[src/rtl/morph_pkg.sv]
// Shared types and constants for the binary morphology stage.
// Mode encodings, binary pixel codes and the 3x3 window layout.
package morph_pkg;

  localparam logic [1:0] MODE_BYPASS = 2'b00;
  localparam logic [1:0] MODE_ERODE  = 2'b01;
  localparam logic [1:0] MODE_DILATE = 2'b10;

  localparam logic [7:0] PIX_ON  = 8'hFF;
  localparam logic [7:0] PIX_OFF = 8'h00;

  // Each row: bit 2 = column c-2 (oldest), bit 0 = column c (newest).
  typedef struct packed {
    logic [2:0] top;  // row r-2
    logic [2:0] mid;  // row r-1
    logic [2:0] bot;  // row r
  } win_t;

  function automatic logic [7:0] pix_code(input logic b);
    return b ? PIX_ON : PIX_OFF;
  endfunction

endpackage

[src/rtl/binary_morph_3x3_matrix.sv]
// 1-bit line buffers, pixel counters and 3x3 window with top/left zero padding.
// Window registers one clock after the input pixel; everything holds while de is low.
module matrix_3x3_1bit
  import morph_pkg::*;
#(
  parameter logic [11:0] H_DISP = 12'd640,
  parameter logic [11:0] V_DISP = 12'd480
) (
  input  logic clk,
  input  logic rst_n,
  input  logic frame_start,
  input  logic de,
  input  logic pix,
  output win_t win
);

  localparam int AW = $clog2(H_DISP);

  logic [11:0]       col;
  logic [11:0]       row;
  logic [AW-1:0]     ci;
  logic [H_DISP-1:0] lb0;
  logic [H_DISP-1:0] lb1;
  logic              tap_top;
  logic              tap_mid;

  assign ci = col[AW-1:0];

  // Unwritten line-buffer bits are masked by the row 0/1 padding.
  assign tap_top = (row < 12'd2) ? 1'b0 : lb0[ci];
  assign tap_mid = (row == 12'd0) ? 1'b0 : lb1[ci];

  always_ff @(posedge clk or negedge rst_n) begin
    if (!rst_n) begin
      col <= 12'd0;
      row <= 12'd0;
    end else if (frame_start) begin
      col <= 12'd0;
      row <= 12'd0;
    end else if (de) begin
      if (col == H_DISP - 12'd1) begin
        col <= 12'd0;
        if (row != V_DISP - 12'd1) row <= row + 12'd1;
      end else begin
        col <= col + 12'd1;
      end
    end
  end

  always_ff @(posedge clk) begin
    if (de) begin
      lb1[ci] <= pix;
      lb0[ci] <= lb1[ci];
    end
  end

  always_ff @(posedge clk or negedge rst_n) begin
    if (!rst_n) begin
      win <= '0;
    end else if (de) begin
      if (col == 12'd0) begin
        win.top <= {2'b00, tap_top};
        win.mid <= {2'b00, tap_mid};
        win.bot <= {2'b00, pix};
      end else begin
        win.top <= {win.top[1:0], tap_top};
        win.mid <= {win.mid[1:0], tap_mid};
        win.bot <= {win.bot[1:0], pix};
      end
    end
  end

endmodule

[src/rtl/binary_morph_3x3.sv]
// 3x3 binary erode/dilate/bypass on a 0x00/0xFF video stream, result at window centre.
// Fixed 3-clock latency on data and syncs; no backpressure, mode latched on vsync rise.
module binary_morph_3x3
  import morph_pkg::*;
#(
  parameter logic [11:0] H_DISP    = 12'd640,
  parameter logic [11:0] V_DISP    = 12'd480,
  parameter int          DLY_CYCLE = 3
) (
  input  logic       clk,
  input  logic       rst_n,
  input  logic [1:0] mode,
  input  logic       seg_hsync,
  input  logic       seg_vsync,
  input  logic [7:0] seg_data,
  input  logic       seg_de,
  output logic       morph_hsync,
  output logic       morph_vsync,
  output logic [7:0] morph_data,
  output logic       morph_de
);

  logic                 vs_d;
  logic                 frame_start;
  logic [1:0]           mode_lat;
  win_t                 win;
  logic                 and9;
  logic                 or9;
  logic                 ctr;
  logic                 sel;
  logic [DLY_CYCLE-1:0] de_sr;
  logic [DLY_CYCLE-1:0] hs_sr;
  logic [DLY_CYCLE-1:0] vs_sr;
  logic [7:0]           data_q;
  logic                 unused_bits;

  assign unused_bits = ^seg_data[6:0];
  assign frame_start = seg_vsync & ~vs_d;

  always_ff @(posedge clk or negedge rst_n) begin
    if (!rst_n) begin
      vs_d     <= 1'b0;
      mode_lat <= MODE_BYPASS;
    end else begin
      vs_d <= seg_vsync;
      if (frame_start) mode_lat <= mode;
    end
  end

  matrix_3x3_1bit #(
    .H_DISP (H_DISP),
    .V_DISP (V_DISP)
  ) u_matrix (
    .clk         (clk),
    .rst_n       (rst_n),
    .frame_start (frame_start),
    .de          (seg_de),
    .pix         (seg_data[7]),
    .win         (win)
  );

  always_ff @(posedge clk or negedge rst_n) begin
    if (!rst_n) begin
      and9 <= 1'b0;
      or9  <= 1'b0;
      ctr  <= 1'b0;
    end else begin
      and9 <= &{win.top, win.mid, win.bot};
      or9  <= |{win.top, win.mid, win.bot};
      ctr  <= win.mid[1];
    end
  end

  always_comb begin
    sel = ctr;
    case (mode_lat)
      MODE_ERODE:  sel = and9;
      MODE_DILATE: sel = or9;
      default:     sel = ctr;
    endcase
  end

  // Syncs shift every clock; data uses the de tap aligned with the reduce stage.
  always_ff @(posedge clk or negedge rst_n) begin
    if (!rst_n) begin
      de_sr  <= '0;
      hs_sr  <= '0;
      vs_sr  <= '0;
      data_q <= PIX_OFF;
    end else begin
      de_sr  <= {de_sr[DLY_CYCLE-2:0], seg_de};
      hs_sr  <= {hs_sr[DLY_CYCLE-2:0], seg_hsync};
      vs_sr  <= {vs_sr[DLY_CYCLE-2:0], seg_vsync};
      data_q <= pix_code(de_sr[DLY_CYCLE-2] & sel);
    end
  end

  assign morph_de    = de_sr[DLY_CYCLE-1];
  assign morph_hsync = hs_sr[DLY_CYCLE-1];
  assign morph_vsync = vs_sr[DLY_CYCLE-1];
  assign morph_data  = data_q;

endmodule
[config.mk]
export PLATFORM = sky130hd
export DESIGN_NAME = binary_morph_3x3
export DESIGN_NICKNAME = d
export VERILOG_FILES = /design/src/rtl/morph_pkg.sv /design/src/rtl/binary_morph_3x3_matrix.sv /design/src/rtl/binary_morph_3x3.sv
export SDC_FILE = /design/constraint.sdc
export NUM_CORES = 1
export LEC_CHECK = 0
export ABC_CLOCK_PERIOD_IN_PS = 13300
export BUFFER_PORTS_ARGS = -buffer_cell sky130_fd_sc_hd__buf_4
export CORE_UTILIZATION = 44
export CTS_BUF_LIST = sky130_fd_sc_hd__clkbuf_8
export DETAILED_ROUTE_END_ITERATION = 7
export SETUP_SLACK_MARGIN = 0.4
export SLEW_MARGIN = 20
export SYNTH_ARGS = -nofsm -noshare
export SYNTH_HDL_FRONTEND = slang
export SYNTH_SLANG_ARGS = --single-unit
[constraint.sdc]
create_clock -name clk -period 13.3 [get_ports clk]
set_clock_uncertainty 0.1 [all_clocks]
set_input_delay 1.995 -clock clk [delete_from_list [all_inputs] [get_ports clk]]
set_output_delay 1.995 -clock clk [all_outputs]
set_load 0.005 [all_outputs]
==> Yosys cells after proc, flatten, opt, wreduce, memory -nomap -nowiden <==
Cells that the tools add are included.
{ "word_totals": {"register_bits": 1336, "wordCells": 57} }
{ "classes": {"magnitude_cmp": 3, "n_addsub": 2, "eq_ne": 4, "bitwise": 3, "n_mux": 20, "reduce_logical": 9} }
{ "ops": {"columns": ["operator", "n"], "rows": [
  ["640-bit bitwise mux", 2],
  ["12-bit two-way mux", 7],
  ["12-bit by 1-bit adder with 12-bit output (second input constant)", 2],
  ["12-bit zero test", 2],
  ["1-bit binary-select mux with 10-bit select", 2],
  ["12-bit by 10-bit == test with 1-bit output (second input constant)", 1],
  ["12-bit by 2-bit < comparator with 1-bit output (second input constant)", 1],
  ["12-bit by 9-bit != test with 1-bit output (second input constant)", 1],
  ["10-bit by 11-bit < comparator with 1-bit output (second input constant)", 1],
  ["1-bit demux with 10-bit select", 1],
  ["10-bit by 1-bit greater-or-equal comparator with 1-bit output (second input constant)", 1],
  ["9-bit two-way mux", 1],
  ["9-bit AND reduction", 1],
  ["9-bit OR reduction", 1],
  ["8-bit two-way mux", 1],
  ["2-bit nonzero test", 3],
  ["1-bit two-way mux", 5],
  ["3-bit AND reduction", 1],
  ["1-bit AND", 2],
  ["2-bit by 1-bit == test with 1-bit output (second input constant)", 1],
  ["2-bit == test (second input constant)", 1],
  ["1-bit case mux with 2 select lines", 1],
  ["1-bit logical AND", 1],
  ["1-bit inverter", 1]
]} }

==> Depth between registers and ports, before layout <==
{ "logic_depth": {"word_depth": 5, "mapped_depth": 13, "mapped_depth_nobuf": 9} }

==> Cells and area by module <==
A second synthesis with hierarchy kept.
{ "unflattened": {"hier_cells": 3570, "hier_area_um2": 54504.8} }
{ "by_module_without_submodules": {"columns": ["module", "area_per_inst_um2", "seq_area_each_um2", "cells_each", "instances"], "rows": [
  ["matrix_3x3_1bit", 53944.2, 39262.7, 3530, 1],
  ["binary_morph_3x3", 560.5, 375.4, 40, 1]
]} }

==> Worst setup path before layout <==
No wires, ideal clock.
{ "synth_path": {"path_type": "register to register", "startpoint": "reg u_matrix.col[0]", "endpoint": "reg u_matrix.lb0[0], data pin", "arrival_ps": 8830, "n_path_buf": 3, "stages_incl_launch_ff": 12, "slack_ps": 2735, "path_cell_list": "dfrtp_1 buf_6 or4b_1 buf_2 clkbuf_1 o22ai_1 nor3_1 a31oi_1 nand4_1 nand3_1 nor3_2 inv_1"} }
{ "synth_via": {"elab_chain_cells": 5} }
{ "synth_lines": {"columns": ["element", "line", "text"], "rows": [
  ["start, declared", "binary_morph_3x3_matrix.sv:19", "logic [11:0] col;"],
  ["start signal, assigned", "binary_morph_3x3_matrix.sv:45", "col <= col + 12'd1;"],
  ["parallel branches: the longest is 4 deep, another holds 1-bit binary-select mux with 10-bit select", null, null],
  ["640-bit bitwise mux (*)", "binary_morph_3x3_matrix.sv:53", "lb0[ci] <= lb1[ci];"],
  ["end signal, assigned by index", "binary_morph_3x3_matrix.sv:53", null],
  ["end, declared", "binary_morph_3x3_matrix.sv:22", "logic [H_DISP-1:0] lb0;"]
]} }
Mark *: on every way between the ends. The select of a mux whose other input is x is not followed.
A chain may end at the register's enable or synchronous reset.

==> Worst setup path in the final report <==
{ "layout_path": {"startpoint": "reg u_matrix.col[0]", "endpoint": "reg u_matrix.lb0[6], data pin"} }
The elaborated chain is that of the path after synthesis.

==> results.sh <==
export IMPL_placed_cell_area_um2=55900
export IMPL_slew_viol_final=0
export IMPL_criticalPathCategory="reg -> reg"
export IMPL_worstHoldStart="de_sr[0]$_DFF_PN0_"
export IMPL_num_vias=31600
export IMPL_fin_crit_sh=0.558
export IMPL_nets=3599
export IMPL_synthFlopType="edfxtp_1"
export IMPL_overflow=0
export IMPL_drv_cap=0
export IMPL_cts_setup_buffers=0
export IMPL_clkSinkCount=1328
export IMPL_status="completed"
export IMPL_grt_pass1_vias=31200
export IMPL_grt_max_degree=235
export IMPL_numPortBuffers=18
export IMPL_rsz0062_at_grt="false"
export IMPL_cts_tree="done"
export IMPL_worst_slack_ns=5.88
export IMPL_syn_area_um2=54200
export IMPL_clkLatencyLatePin_ns=0.91
export IMPL_period_needed_ns=7.42
export IMPL_rows=128
export IMPL_ios=26
export IMPL_cp_arrival_ns=7.87
export IMPL_syn_area_per_cell_um2=15.2
export IMPL_maxSlewHeadroom=0.152
export IMPL_worstReg2RegStart="u_matrix.col[0]$_DFFE_PN0P_"
export IMPL_ys_seq_elements=1328
export IMPL_fin_area_um2=59800
export IMPL_setup_viol=0
export IMPL_hold_violations=0
export IMPL_start_util=0.444
export IMPL_hold_slack_ns=0.250
export IMPL_cp_required_ns=13.75
export IMPL_worst_pin_slew_ns=1.27
export IMPL_drt_total_wl_um=154000
export IMPL_wl_per_cell_um=28.6
export IMPL_fmax_mhz=135
export IMPL_dp_worst_setup_slack_ns=5.89
export IMPL_grt_pass1_wl_um=216000
export IMPL_cts_hold_fix_buffers=0
export IMPL_holdCritPathClass="reg -> reg"
export IMPL_start_kind="register"
export IMPL_dieArea_um2=125000
export IMPL_post_dp_hpwl_um=83400
export IMPL_numCtsBuffers=210
export IMPL_async_reset_ff_frac=0.0361
export IMPL_area_delta_synth_final_pct=10.3
export IMPL_final_setup_tns_ns=0
export IMPL_syn_nets=3581
export IMPL_antenna_found_initial=7
export IMPL_viasPerCell=5.89
export IMPL_clk_pin_slew_ns=0.07
export IMPL_p_leak_nw=18.7
export IMPL_drc=0
export IMPL_cts_repair_resized=0
export IMPL_synth_edff_count=1280
export IMPL_synth_seq_area_share=0.732
export IMPL_chipHeight_um=353
export IMPL_ant_nets=0
export IMPL_gp_congestion=0.823
export IMPL_coreArea_um2=122000
export IMPL_drive_above_1_share=0.126
export IMPL_yosysWarnings=0
export IMPL_cts_htree_levels=4
export IMPL_root_buffer="clkbuf_8"
export IMPL_ys_types=62
export IMPL_path_max_fanout=234
export IMPL_firstDrtPassIters=5
export IMPL_clock_path_buffers=3
export IMPL_n_fill_cell=10500
export IMPL_irDropWorstVdd_v=0.000149
export IMPL_dieWidth_um=353
export IMPL_critPathLaunch="u_matrix.col[0]$_DFFE_PN0P_"
export IMPL_syn_inst=3558
export IMPL_grt_util_all_layers=0.243
export IMPL_cellPowerDensity_nw_per_um2=156
export IMPL_drtIter0Drc=4361
export IMPL_endpoint_kind="register"
==> worst paths after layout <==
path / endpoint / slack [ns] / depth (start not counted)
worst min register to register: de_sr[1]$_DFF_PN0_ / 0.25 / 0
min in group asynchronous: u_matrix.row[0]$_DFFE_PN0P_ / 1.03 / 1
worst max-delay path: u_matrix.lb0[6]$_DFFE_PP_ / 5.88 / 12
max in group asynchronous: u_matrix.col[1]$_DFFE_PN0P_ / 11.55 / 1
worst min-delay path: de_sr[1]$_DFF_PN0_ / 0.25 / 0
worst max register to register: u_matrix.lb0[6]$_DFFE_PP_ / 5.88 / 12
==> cells in the final DEF (no fill, tap or decap), types with 4 or more instances in the layout <==
cell,Yosys,routed
a31oi_1,4,4
and2_1,11,11
mux2i_1,544,544
xnor2_1,4,4
a211oi_1,6,6
a22oi_1,15,15
clkinvlp_4,0,4
clkbuf_8,0,213
nand3_1,32,32
o211ai_1,6,6
nand4bb_4,0,6
mux2_2,4,4
a21oi_1,5,5
o2111ai_1,6,6
nor3b_2,3,4
mux4_2,46,46
bufinv_16,0,6
nor3_1,11,10
buf_4,17,93
edfxtp_1,1280,1280
and3_1,6,6
nand4_1,16,16
clkinv_2,0,27
inv_1,16,83
dfrtp_1,48,45
nand2_2,0,43
nor4_1,66,66
nor2_1,682,682
o21ai_0,32,32
ha_1,8,8
or4b_2,0,4
o22ai_1,254,254
nand2_1,90,45
buf_12,1,5
nor2b_1,4,4
xor2_1,12,12
clkinv_1,1,63
==> synthesized netlist by cell type, types with 3 or more instances <==
| cell type | n | area (um2) |
|---|---|---|
| nor3_1 | 11 | 55.1 |
| mux2i_1 | 544 | 5450 |
| dfrtp_1 | 48 | 1200 |
| nand4_1 | 16 | 100 |
| xnor2_1 | 4 | 35.0 |
| mux2_2 | 4 | 45.0 |
| buf_2 | 96 | 480 |
| edfxtp_1 | 1280 | 38400 |
| nor2b_1 | 4 | 25.0 |
| a211oi_1 | 6 | 45.0 |
| nor3b_2 | 3 | 37.5 |
| xor2_1 | 12 | 105 |
| buf_4 | 17 | 128 |
| nand2_1 | 90 | 338 |
| buf_6 | 4 | 45.0 |
| nand4bb_1 | 6 | 67.6 |
| o211ai_1 | 6 | 45.0 |
| o22ai_1 | 254 | 1590 |
| ha_1 | 8 | 100 |
| o21ai_0 | 32 | 160 |
| inv_1 | 16 | 60.1 |
| o2111ai_1 | 6 | 52.6 |
| a22oi_1 | 15 | 113 |
| o22a_1 | 3 | 26.3 |
| a21boi_0 | 3 | 22.5 |
| mux4_2 | 46 | 1040 |
| clkbuf_1 | 164 | 616 |
| and4_1 | 3 | 26.3 |
| or4b_1 | 4 | 40.0 |
| and3_1 | 6 | 37.5 |
| nand3_1 | 32 | 160 |
| a21oi_1 | 5 | 25.0 |
| a31oi_1 | 4 | 25.0 |
| nor4_1 | 66 | 413 |
| nor2_1 | 682 | 2560 |
| buf_1 | 9 | 33.8 |
| nor3b_1 | 4 | 30.0 |
| and2_1 | 11 | 68.8 |
==> per-stage QoR <==
stage / power (mW) / util / instances
6_report: 9.29 / 0.490 / 5373
5_1_grt: 9.58 / 0.490 / 5373
4_1_cts: 9.33 / 0.489 / 5372
3_5_place_dp: 6.18 / 0.458 / 4989
3_3_place_gp: 6.17 / 0.458 / 4989
2_1_floorplan: 5.92 / - / 3558
==> power breakdown <==
group          leakage (nW)  switching, mW  internal [mW]  total, mW
Combinational          4.34          0.820          0.382       1.20
Sequential             12.1         0.0351           4.87       4.90
Clock                  2.20           1.59           1.60       3.19
==> per-layer routing <==
| layer | vias up | GRT usage | wire (um) | share of wire |
|---|---|---|---|---|
| li1 | 13600 | - | - | - |
| met1 | 16200 | 0.327 | 61800 | 0.40 |
| met5 | - | 0 | 13 | 0.000085 |
| met4 | 2 | 0.0898 | 5450 | 0.035 |
| met3 | 324 | 0.0598 | 14500 | 0.094 |
| met2 | 1527 | 0.383 | 72000 | 0.47 |
==> worst max-delay path: stages, from the launching register on <==
cell	delay (ns)
dfrtp_4	0.87
buf_4	0.84
or4b_2	1.00
buf_4	0.44
o22ai_1	0.24
nor4_1	0.10
a31oi_1	0.27
nand4_1	0.42
nand3_1	0.28
nor3_2	0.13
inv_8	0.51
buf_12	0.72
buf_4	0.88
==> sequential cells by signal (all words and copies together), names as in the netlist <==
name / count
or9: 1
and9: 1
u_matrix.lb1: 640
de_sr: 3
u_matrix.lb0: 640
ctr: 1
u_matrix.win: 9
u_matrix.row: 12
hs_sr: 3
u_matrix.col: 12
vs_sr: 3
morph_data: 1
mode_lat: 2
==> final cells by class <==
cell class / instances / area [um2] / share of cell area
antenna: 1 / 2.50 / 0.0000419
clock buffer: 213 / 2930 / 0.0491
clock inverter: 170 / 860 / 0.0144
inverter: 17 / 71.3 / 0.00119
multi-input combinational: 1920 / 13400 / 0.224
sequential: 1328 / 39600 / 0.663
tap: 1625 / 2030 / 0.0340
timing repair buffer: 99 / 813 / 0.0136
==> logic make-up after synthesis <==
| family | share of synthesized area |
|---|---|
| mux | 0.121 |
| xor+xnor | 0.00259 |
| compound gates | 0.0412 |
| fa+ha+maj | 0.00185 |
| flops | 0.732 |
| buf+inv | 0.0258 |
| simple gates | 0.0755 |
(Power assumes the default switching activity.)
